### config.mk
export PLATFORM = sky130hd
export DESIGN_NAME = input_port_unit
export DESIGN_NICKNAME = d
export VERILOG_FILES = /design/src/rtl/noc_pkg.sv /design/src/rtl/xy_route_calc.sv /design/src/rtl/input_port_unit.sv
export SDC_FILE = /design/constraint.sdc
export NUM_CORES = 1
export LEC_CHECK = 0
export CAP_MARGIN = 20
export CELL_PAD_IN_SITES_DETAIL_PLACEMENT = 1
export CELL_PAD_IN_SITES_GLOBAL_PLACEMENT = 1
export CORE_UTILIZATION = 39
export CTS_BUF_LIST = sky130_fd_sc_hd__clkbuf_4 sky130_fd_sc_hd__clkbuf_8
export CTS_CLUSTER_SIZE = 30
export DETAILED_ROUTE_END_ITERATION = 6
export GPL_TIMING_DRIVEN = 0
export HOLD_SLACK_MARGIN = 0.03
export MAX_ROUTING_LAYER = met4
export PLACE_DENSITY = 0.76
export SYNTH_ARGS = -nofsm -noshare
export SYNTH_HDL_FRONTEND = slang
export SYNTH_SLANG_ARGS = --single-unit
### constraint.sdc
create_clock -name clk -period 1.8 [get_ports clk]
set_clock_uncertainty 0.1 [all_clocks]
set_input_delay 0.27 -clock clk [delete_from_list [all_inputs] [get_ports clk]]
set_output_delay 0.27 -clock clk [all_outputs]
set_load 0.03 [all_outputs]
### src/rtl/noc_pkg.sv
// noc_pkg: shared NoC router constants, FSM encodings and header field layout
package noc_pkg;

  localparam logic [4:0] DIR_LOCAL = 5'b00001;
  localparam logic [4:0] DIR_NORTH = 5'b00010;
  localparam logic [4:0] DIR_SOUTH = 5'b00100;
  localparam logic [4:0] DIR_EAST  = 5'b01000;
  localparam logic [4:0] DIR_WEST  = 5'b10000;

  typedef enum logic [1:0] {
    EMPTY = 2'd0,
    ROUTE = 2'd1,
    REQ   = 2'd2
  } state_e;

  // Header fields are packed down from the flit MSB: dest X first, then dest Y.
  localparam int HDR_X_FIELD = 0;
  localparam int HDR_Y_FIELD = 1;

  // MSB position of a header field inside a flit of the given width.
  function automatic int hdr_msb(input int data_w, input int coord_w, input int field);
    return data_w - 1 - field * coord_w;
  endfunction

endpackage

### src/rtl/xy_route_calc.sv
// xy_route_calc: combinational XY dimension-order route, destination to one-hot output direction
module xy_route_calc
  import noc_pkg::*;
#(
  parameter int COORD_W = 2,
  parameter int MY_X    = 0,
  parameter int MY_Y    = 0
) (
  input  logic [COORD_W-1:0] dest_x,
  input  logic [COORD_W-1:0] dest_y,
  output logic [4:0]         route
);

  localparam logic [COORD_W-1:0] MX = COORD_W'(MY_X);
  localparam logic [COORD_W-1:0] MY = COORD_W'(MY_Y);

  // Resolve X first, then Y; equal in both means the flit is for the local PE.
  always_comb begin
    route = (dest_x > MX) ? DIR_EAST  :
            (dest_x < MX) ? DIR_WEST  :
            (dest_y > MY) ? DIR_NORTH :
            (dest_y < MY) ? DIR_SOUTH : DIR_LOCAL;
  end

endmodule

### src/rtl/input_port_unit.sv
// input_port_unit: router input buffer with XY route computation and registered one-hot request
module input_port_unit
  import noc_pkg::*;
#(
  parameter int DATA_W  = 64,
  parameter int DEPTH   = 2,
  parameter int COORD_W = 2,
  parameter int MY_X    = 0,
  parameter int MY_Y    = 0
) (
  input  logic              clk,
  input  logic              rst,
  input  logic              in_valid,
  output logic              in_ready,
  input  logic [DATA_W-1:0] in_data,
  output logic [4:0]        req,
  input  logic              grant,
  output logic [DATA_W-1:0] out_data,
  output logic              err
);

  localparam int PTR_W = $clog2(DEPTH);
  localparam int CNT_W = PTR_W + 1;
  localparam int X_MSB = hdr_msb(DATA_W, COORD_W, HDR_X_FIELD);
  localparam int Y_MSB = hdr_msb(DATA_W, COORD_W, HDR_Y_FIELD);

  logic [DATA_W-1:0] mem_q [DEPTH];
  logic [DATA_W-1:0] mem_d [DEPTH];
  logic [PTR_W-1:0]  wr_ptr_q, wr_ptr_d, rd_ptr_q, rd_ptr_d;
  logic [CNT_W-1:0]  count_q, count_d;
  state_e            state_q, state_d;
  logic [4:0]        req_q, req_d;
  logic              err_q, err_d;
  logic              push, pop;
  logic [DATA_W-1:0] head;
  logic [4:0]        route;

  assign head     = mem_q[rd_ptr_q];
  assign in_ready = count_q < CNT_W'(DEPTH);
  assign push     = in_valid && in_ready;
  assign pop      = grant && (state_q == REQ);
  assign req      = req_q;
  assign err      = err_q;
  assign out_data = (state_q == REQ) ? head : '0;

  xy_route_calc #(
    .COORD_W (COORD_W),
    .MY_X    (MY_X),
    .MY_Y    (MY_Y)
  ) u_route (
    .dest_x (head[X_MSB -: COORD_W]),
    .dest_y (head[Y_MSB -: COORD_W]),
    .route  (route)
  );

  // FIFO bookkeeping: pushes gated by in_ready, pops only from the REQ state.
  always_comb begin
    mem_d = mem_q;
    if (push) mem_d[wr_ptr_q] = in_data;
    wr_ptr_d = push ? wr_ptr_q + PTR_W'(1) : wr_ptr_q;
    rd_ptr_d = pop ? rd_ptr_q + PTR_W'(1) : rd_ptr_q;
    count_d  = count_q + CNT_W'(push) - CNT_W'(pop);
    err_d    = err_q | (grant && (state_q != REQ));
  end

  // Request FSM: latch the head route for one cycle, hold it until granted, then bubble.
  always_comb begin
    state_d = state_q;
    req_d   = req_q;
    case (state_q)
      EMPTY: state_d = push ? ROUTE : EMPTY;
      ROUTE: begin
        state_d = REQ;
        req_d   = route;
      end
      REQ: if (pop) begin
        req_d   = '0;
        state_d = (count_d != '0) ? ROUTE : EMPTY;
      end
      default: begin
        state_d = EMPTY;
        req_d   = '0;
      end
    endcase
  end

  // State registers; reset discards every buffered flit.
  always_ff @(posedge clk or negedge rst) begin
    if (!rst) begin
      mem_q    <= '{default: '0};
      wr_ptr_q <= '0;
      rd_ptr_q <= '0;
      count_q  <= '0;
      state_q  <= EMPTY;
      req_q    <= '0;
      err_q    <= 1'b0;
    end else begin
      mem_q    <= mem_d;
      wr_ptr_q <= wr_ptr_d;
      rd_ptr_q <= rd_ptr_d;
      count_q  <= count_d;
      state_q  <= state_d;
      req_q    <= req_d;
      err_q    <= err_d;
    end
  end

endmodule
# Yosys cells after proc, flatten, opt, wreduce, memory -nomap -nowiden
# Index checks and enable logic that the tools add are counted.
[word_totals]
reg_bits = 140
inputBits = 68
out_inout_bits = 71
wordCells = 52
[classes]
n_addsub = 4
magnitude_cmp = 8
eq_ne = 4
muxes = 17
bitwise_logic = 4
reduce_logical = 7
[ops]
columns = ["cell", "count"]
rows = [
  ["$mux W64", 5],
  ["$bwmux W128", 1],
  ["$demux W64 S1", 1],
  ["$mux W5", 4],
  ["$pmux W5 S3", 1],
  ["$lt A2 B1 Y1 const B", 3],
  ["$pmux W2 S3", 1],
  ["$ge A2 B2 Y1 const B", 2],
  ["$gt A2 B1 Y1 const B", 2],
  ["$logic_and A1 B1 Y1", 4],
  ["$ne A2 B2 Y1 const B", 2],
  ["$not A1 Y2", 2],
  ["$mux W3", 1],
  ["$add A1 B1 Y1 const B", 2],
  ["$add A2 B1 Y2", 1],
  ["$eq A2 B1 Y1 const B", 1],
  ["$eq A2 B2 Y1 const B", 1],
  ["$logic_not A2 Y1", 1],
  ["$lt A2 B2 Y1 const B", 1],
  ["$mux W1", 2],
  ["$mux W2", 1],
  ["$reduce_and A2 Y1", 1],
  ["$reduce_bool A2 Y1", 1],
  ["$sub A2 B1 Y2", 1],
  ["other kinds (2)", 2],
]

# Depth between registers and ports, before layout
# Gate-level depths: netlist of the first run.
[logic_depth]
ltp_word = 10
ltp_mapped = 9
ltp_nobuf = 8

# By module
# From an unflattened synthesis of the first run, not the netlist that was laid out.
[unflattened]
hier_cells = 463
area_unflattened_um2 = 6665.1
[modules_own_cells]
columns = ["mod", "instances", "cells_each", "area_per_inst_um2", "seq_area_each_um2"]
rows = [
  ["input_port_unit", 1, 456, 6617.6, 3503.4],
  ["xy_route_calc", 1, 7, 47.5, 0.0],
]

# Least setup slack after synthesis of the first run
# Ideal clock, no wire load.
[synth_path]
path_kind = "register to register"
startpoint = "register state_q[1]"
endpoint = "register state_q[0]"
setup_ps = 127
arrival_time_ps = 1585
required_time_ps = 1573
path_slack_ps = -12
path_stages_with_launch = 10
path_buffers = 1
period_less_slack_ps = 1812
cell_sequence = "dfrtp_1 > clkbuf_1 > nand2_1 > nor2_1 > ha_1 > inv_1 > ha_1 > xor3_1 > o21bai_1 > a21oi_1"
[synth_via]
elab_chain_len = 7
word_cells_on_any_way = 10
classes_between = "add/sub: 1; eq/ne: 3; mux: 3; reduce/logical: 3"
[synth_rtl]
columns = ["element", "line_no", "text"]
rows = [
  ["start, declared", "input_port_unit.sv:31", "state_e state_q, state_d;"],
  ["start signal, assigned", "input_port_unit.sv:102", "state_q <= state_d;"],
  ["$eq A2 B2 Y1", "input_port_unit.sv:41", "assign pop = grant && (state_q == REQ);"],
  ["$logic_and A1 B1 Y1", "input_port_unit.sv:41", ""],
  ["net pop", "input_port_unit.sv:34", "logic push, pop;"],
  ["$sub A2 B1 Y2", "input_port_unit.sv:62", "count_d = count_q + CNT_W'(push) - CNT_W'(pop);"],
  ["net count_d[1]", "input_port_unit.sv:30", "logic [CNT_W-1:0] count_q, count_d;"],
  ["$reduce_bool A2 Y1", "input_port_unit.sv:78", "state_d = (count_d != '0) ? ROUTE : EMPTY;"],
  ["$mux W1", "input_port_unit.sv:78", ""],
  ["$mux W2", "input_port_unit.sv:76", "REQ: if (pop) begin"],
  ["$pmux W2 S3", "input_port_unit.sv:70", "case (state_q)"],
]
# The timed path passes the listed nets, and every way through them passes these cells. The select of a mux whose other input is x is not followed.
# A chain may end at the register's enable or synchronous reset.

# Final worst setup path of the first run
[layout_path]
startpoint = "register rd_ptr_q"
endpoint = "output port out_data[21]"
[layout_via]
elab_chain_len = 5
[layout_rtl]
columns = ["element", "line_no", "text"]
rows = [
  ["start, declared", "input_port_unit.sv:29", "logic [PTR_W-1:0] wr_ptr_q, wr_ptr_d, rd_ptr_q, rd_ptr_d;"],
  ["start signal, assigned", "input_port_unit.sv:100", "rd_ptr_q <= rd_ptr_d;"],
  ["$not A1 Y2 (implied by the code)", "input_port_unit.sv:38", "assign head = mem_q[rd_ptr_q];"],
  ["$mux W64 (implied by the code) (3 in series)", "input_port_unit.sv:38", ""],
  ["$mux W64", "input_port_unit.sv:44", "assign out_data = (state_q == REQ) ? head : '0;"],
  ["end, declared", "input_port_unit.sv:18", "output logic [DATA_W-1:0] out_data,"],
]
# Every way passes these cells. The select of a mux whose other input is x is not followed.

==> results of run 1 <==
-- report_power, final --
| group | switching (mW) | total [mW] | internal [mW] |
|---|---|---|---|
| clock | 1.15 | 2.44 | 1.29 |
| sequential | 1.04 | 5.74 | 4.70 |
| combinational | 4.20 | 9.45 | 5.25 |
-- final cells by class --
class,count,area [um^2],area share (%)
Clock buffer,24,317.8,3.499
Multi-Input combinational cell,291,3137,34.54
Tap cell,220,275.3,3.031
Clock inverter,7,65.06,0.7164
Sequential cell,138,3455,38.04
Buffer,28,400.4,4.408
Timing Repair Buffer,152,1419,15.62
Inverter,3,13.76,0.1515
-- timing repair --
item                                    CTS  global route
endpoints found under the hold margin    56             0
endpoints found under the setup margin   92            65
resized for setup                       435            28
hold buffers                              1             0
pin swaps                                 4             4
gates cloned                              3             1
buffers inserted                          8             3
-- kinds of logic after synthesis --
logic type | Yosys count | synth area share, %
AOI/OAI and AO/OA | 12 | 1.160
other | 1 | 0.05520
muxes | 192 | 37.27
buffers and inverters | 33 | 4.420
xor gates and xnor gates | 3 | 0.6077
DFF | 138 | 50.83
and+or+nand+nor | 80 | 5.285
adders and majority gates | 2 | 0.3683
-- flip-flops by register name, summed over array words and instances, names as in the netlist --
register  count
wr_ptr_q      1
state_q       2
err           1
count_q       2
rd_ptr_q      1
req           3
mem_q       128
-- worst max path at each step --
stage	to	slack (ps)	cells past startpoint
floorplan	out_data[20]	50	5
global placement	mem_q[86]	-5000	1
detailed placement	out_data[24]	-600	6
CTS	out_data[46]	-320	6
global route	out_data[21]	-360	6
finish	out_data[21]	-250	6
-- metal layers --
metal | part of all wire [%] | track usage [%] | routed length (um)
met1 | 46 | 26.24 | 7611
met2 | 48 | 31.23 | 7835
met3 | 5.1 | 5.782 | 840
met4 | 0.66 | 4.040 | 109
met5 | 0 | - | 0
-- critical path, delay by kind of cell, from the launching register on --
| kind | cells | cell delay [ps] |
|---|---|---|
| DFF | 1 | 380 |
| muxes | 1 | 120 |
| buffers and inverters | 4 | 620 |
| and+or+nand+nor | 1 | 120 |
-- metrics by stage --
step                hold WS (ps)  worst slack, ps  setup TNS (ps)  std cells
floorplan                 -125.6            51.56               0        462
global placement           343.6            -5004         -744640        818
detailed placement         183.4           -599.5          -55780        819
CTS                        274.8           -316.1          -16490        862
global route               301.9           -358.7          -19380        863
finish                     279.8           -251.7          -12780        863
-- placed cells by master (no fill, tap or decap), types with 7 or more instances in the layout --
master	n
buf_12	12
mux2_4	120
nor2_1	60
buf_4	65
clkdlybuf4s50_1	66
mux2i_1	56
mux2_2	8
nor2_2	7
buf_6	19
clkbuf_8	22
dfrtp_1	137
==> results by group, run 1 <==
Run status
  – Outcome: finished with violations
  – Violated checks: negative setup slack

Placed design
  – RD Place Congestion: 0.7303
  – Placed cell area: 8464 um^2
  – Sum of net half-perimeters after detailed placement: 10.71 mm
  – IO Port Bufs: 136

Synthesis
  – Number of unique standard cell types used by synthesis: 33
  – Avg Cell Area, Syn: 14.74 um^2
  – Synthesized instance count: 461
  – Yosys reg bits: 138
  – Commonest cells in the netlist: dfrtp_1, mux2_4, nor2_1
  – Post-Synthesis Cell Area: 6794 um^2
  – Most used DFF post-synth: dfrtp_1
  – Largest cells by area after synthesis: dfrtp_1, mux2_4, mux2i_1
  – Top-area cell type share of the netlist area: 50.83%
  – Async set or reset register ratio after synthesis: 100.0%
  – Synth area leader: dfrtp_1
  – Top-count cell post-synth: dfrtp_1
  – Synthesis warning total: 0
  – Seq/Total Area, Yosys: 50.83%
  – Post-synth EDFFs: 0

Timing
  – Final worst-path cycle share: 114.0%
  – Tmin final: 2052 ps
  – RSZ-0062 raised after global routing: yes
  – Worst Setup Slack, final: -251.7 ps
  – Maximum clock rate: 0.4874 GHz
  – Number of failing hold endpoints at the final stage: 0
  – Final setup vio count: 65
  – Worst relative slew slack: 61.02%
  – Worst-margin pin slew: 584.7 ps
  – Max-slew violation count: 0

Power
  – Pwr Density: 1941 nW/um^2
  – LEAKAGE: 4.385 nW
  – Total Power: 17.63 mW
  – Peak supply drop: 887.7 uV

Global routing
  – Largest net degree at the start of global routing: 83
  – All-Layer GR Usage: 20.13%
  – Vias in the first global route: 4,872
  – GRT overflow: 0
  – First-pass GRT wire length: 26.99 mm
  – Initial antenna violation count: 0

Floorplanning
  – Row count: 47
  – DIE HEIGHT: 134.0 um
  – Core area: 16,820 um^2
  – Initial Util: 40.40%
  – IO Pins: 139
  – Die Wd: 134.0 um
  – Die area: 17,950 um^2

Routing
  – Remaining DRCs: 0
  – Vias: 4,226
  – 1st-iter DRT viols: 142
  – Final antenna-violating net count: 0
  – Routed wire per std cell: 19.00 um
  – DR vias/cell: 4.897
  – Final wirelength: 16.40 mm
  – Drt pass-1 iters: 4

CTS
  – CTS tree: yes
  – Clk sink count: 138
  – Worst-path clk slew: 80 ps
  – Root buffer cell: clkbuf_8
  – Clk_lat worst skew: 430 ps
  – Longest Clk Path Bufs: 2
  – H-tree Lvls: 4
  – Total CTS buffers: 17

Run
  – Max Cap Viol: 0

Hold path
  – Worst Hold Class: in2async

Setup path
  – Slowest CP cell: dfrtp_1
  – Crit path DAT: 1680 ps
  – Crit Path Class: reg2out
  – WP data required: 1430 ps
  – Setup crit end kind: primary output
  – Cells along the critical path: buf_6, buf_12, buf_12, mux2i_1, nor2_1, buf_4
  – Crit Path Max Fanout: 10
  – RR Startpoint: count_q[1]
  – Crit path launch: rd_ptr_q
  – CP Launch Type: flip-flop
  – Most frequent CP cell: buf_12
  – Slowest stage delay, CP: 380 ps
  – FF-to-FF End: state_q[0]
  – R2R cell count: 8
  – Setup slack, reg-to-reg: -30 ps

Final layout
  – Fin area: 9082 um^2
  – Core Util, Final: 54.00%
  – Fill cells: 1,682
  – N_diodes: 0
  – Layout cells sized above 1: 45.10%
  – Area Growth Syn to Fin: 33.68%
  – Nets@finish: 701
(Power assumes the default switching activity.)
==> run 2: changes to the inputs <==
--- a/config.mk
+++ b/config.mk
@@ -18,4 +18,5 @@
 export PLACE_DENSITY = 0.76
 export SYNTH_ARGS = -nofsm -noshare
 export SYNTH_HDL_FRONTEND = slang
+export SYNTH_HIERARCHICAL = 1
 export SYNTH_SLANG_ARGS = --single-unit
==> run 2 against run 1 <==
Against the previous run:
- the run still ends with negative setup slack left
- via count is 1.8% higher
- global-route usage is 0.80 points higher
- maximum frequency rose by 1.0%
- first-iteration DRC count up 4.9%
- clock power increased by 17%
- sequential share of layout area decreased by 2.2 points
- combinational power increased by 12%
- hold slack improved by 22 ps
==> results by group, run 2 <==
Run status
  – Outcome: finished with violations
  – Violated checks: negative setup slack

Final layout
  – Fill cells: 1,568
  – N_diodes: 0
  – Largest reg by FF count: mem_q
  – Layout Cells excl Fill: 872
  – Layout cells sized above 1: 54.45%
  – Area Growth Syn to Fin: 46.71%
  – Core Util, Final: 58.76%
  – Leading cell type in the layout, fill and taps excluded: dfrtp_1
  – Most frequent cells in the layout: dfrtp_1, clkdlybuf4s50_1, mux2_4, mux2_2, buf_6
  – Register Area: 3505 um^2
  – Max reg flops: 128
  – Multi-input combinational cell area: 3374 um^2
  – Nets@finish: 709

Timing
  – Maximum clock rate: 0.4923 GHz
  – Worst Setup Slack, final: -231.3 ps
  – Worst-margin pin slew: 655.2 ps
  – Number of failing hold endpoints at the final stage: 0
  – RSZ-0062 raised after global routing: yes
  – Tmin final: 2031 ps
  – Setup TNS: -12,740 ps
  – Final setup vio count: 66
  – Worst relative slew slack: 56.32%
  – Final worst-path cycle share: 112.9%
  – Max-slew violation count: 0

Setup path
  – Setup crit end kind: primary output
  – Crit path DAT: 1660 ps
  – Cell family with most CP delay: buffers and inverters
  – Slowest CP cell: dfrtp_2
  – WP data required: 1430 ps
  – Most frequent CP cell: buf_12
  – CP Launch Type: flip-flop
  – Slowest stage delay, CP: 420 ps
  – Crit Path Max Fanout: 10
  – Crit Path Class: reg2out
  – Cells along the critical path: buf_12, buf_12, mux2i_4, nor2_4, buf_6
  – WP buf/inv: 3

Global routing
  – Initial antenna violation count: 0
  – GRT overflow: 0
  – Largest net degree at the start of global routing: 75
  – Vias in the first global route: 4,887
  – All-Layer GR Usage: 20.94%
  – First-pass GRT wire length: 27.45 mm

Placed design
  – RD Place Congestion: 0.7307
  – Pre-CTS WS: -647.4 ps
  – Dpl cells: 823
  – IO Port Bufs: 138
  – Sum of net half-perimeters after detailed placement: 11.02 mm

Floorplanning
  – Core area: 16,640 um^2
  – Die Wd: 132.7 um
  – Row count: 47
  – Initial Util: 40.05%
  – IO Pins: 139
  – DIE HEIGHT: 132.7 um
  – Die area: 17,620 um^2

Synthesis
  – Largest cells by area after synthesis: dfrtp_1, mux2_4, mux2_2
  – Post-synth EDFFs: 0
  – Yosys reg bits: 140
  – Post-Synthesis Cell Area: 6665 um^2
  – Number of unique standard cell types used by synthesis: 28
  – Async set or reset register ratio after synthesis: 100.0%
  – Top-area cell type share of the netlist area: 52.56%
  – Commonest cells in the netlist: dfrtp_1, mux2_2, mux2i_1
  – Avg Cell Area, Syn: 14.40 um^2
  – Synthesized instance count: 463
  – Synth area leader: dfrtp_1
  – Most used DFF post-synth: dfrtp_1
  – Synthesis warning total: 6
  – Top-count cell post-synth: dfrtp_1
  – Seq/Total Area, Yosys: 52.56%

CTS
  – Clk_lat worst skew: 440 ps
  – CTS tree: yes
  – Root buffer cell: clkbuf_8
  – Clk sink count: 140
  – Worst-path clk slew: 90 ps
  – H-tree Lvls: 4
  – Longest Clk Path Bufs: 2
  – Total CTS buffers: 17

Routing
  – Remaining DRCs: 0
  – DR vias/cell: 4.933
  – Drt pass-1 iters: 4
  – Routed wire per std cell: 20.15 um
  – Final antenna-violating net count: 0
  – 1st-iter DRT viols: 149
  – Vias: 4,302
  – Final wirelength: 17.57 mm

Power
  – Peak supply drop: 952.9 uV
  – Pwr Density: 1993 nW/um^2
  – LEAKAGE: 4.377 nW

Run
  – Max Cap Viol: 0

Hold path
  – Worst Hold Class: in2async
run 2: cell types whose count changed after synthesis, moves of 3 or more:
| cell | before | now |
|---|---|---|
| nor2b_1 | 0 | 4 |
| o2bb2ai_1 | 0 | 5 |
| nand2b_1 | 5 | 2 |
| o21ai_0 | 4 | 0 |
| mux2_1 | 0 | 5 |
| nor2_1 | 67 | 62 |
| mux2_2 | 8 | 68 |
| mux2_4 | 120 | 60 |
| buf_2 | 9 | 12 |
run 2: power by group:
group          total (mW)  leakage, nW  internal, mW  switching, mW
logic                10.6         2.50          5.95           4.67
clock network        2.85        0.220          1.57           1.28
registers            6.02         1.65          4.76           1.26
total                19.5         4.38          12.3           7.21
run 2: cells by family (layout without fill, tap and decap cells):
kind of cell	after synthesis	in the layout	share of synthesized area, %
multiplexers	198	198	35.61
flip-flops	140	140	52.56
AND/OR/NAND/NOR	76	76	5.050
buffers and inverters	36	224	4.843
AO/OA/AOI/OAI	7	7	0.9011
XOR/XNOR	3	3	0.6007
adder cells (fa/ha/maj)	2	2	0.3754
other	1	2	0.05626
run 2: repair_timing:
item                       4_1_cts  5_1_grt
hold endpoints to repair        66        0
setup endpoints to repair       74       67
cloned                           2        5
resized for setup              580       36
buffers inserted                 7        3
hold buffers                     1        0
pin swaps                        1        2
run 2: worst paths after layout:
kind	from	endpoint	slack, ps	cells past startpoint
min	rst	mem_q[75]	300	2
max reg2reg	state_q[0]	state_q[0]	-30	8
min reg2reg	err	err	370	1
max	rd_ptr_q	out_data[51]	-230	5
max in group asynchronous	rst	state_q[1]	460	3
min in group clk	in_data[26]	mem_q[90]	350	2
run 2: cell type report:
cell class	instances	area share, %
flip-flops and latches	140	35.84
multi-input cells	288	34.51
repair buffers	157	17.08
plain buffers	31	5.054
well taps	220	2.815
clock buffers	19	2.610
clock inverters	13	1.932
inverters	4	0.1536
run 2: per-stage QoR:
| step | hold slack, ps | total power [mW] | instance area (um^2) |
|---|---|---|---|
| after floorplan | -125.6 | 11.31 | 6669 |
| after global placement | 347.6 | 13.50 | 8325 |
| after detailed placement | 226.9 | 13.88 | 8354 |
| after CTS | 293.0 | 18.75 | 9479 |
| after global routing | 326.2 | 20.52 | 9778 |
| final | 302.1 | 19.49 | 9778 |
run 2: routing by layer:
| metal | global-route usage [%] | wire length, um | vias up |
|---|---|---|---|
| li1 | - | - | 1966 |
| met1 | 24.89 | 7402 | 2239 |
| met2 | 36.26 | 9527 | 81 |
| met3 | 3.678 | 447 | 16 |
| met4 | 6.130 | 189 | 0 |
| met5 | - | 0 | - |
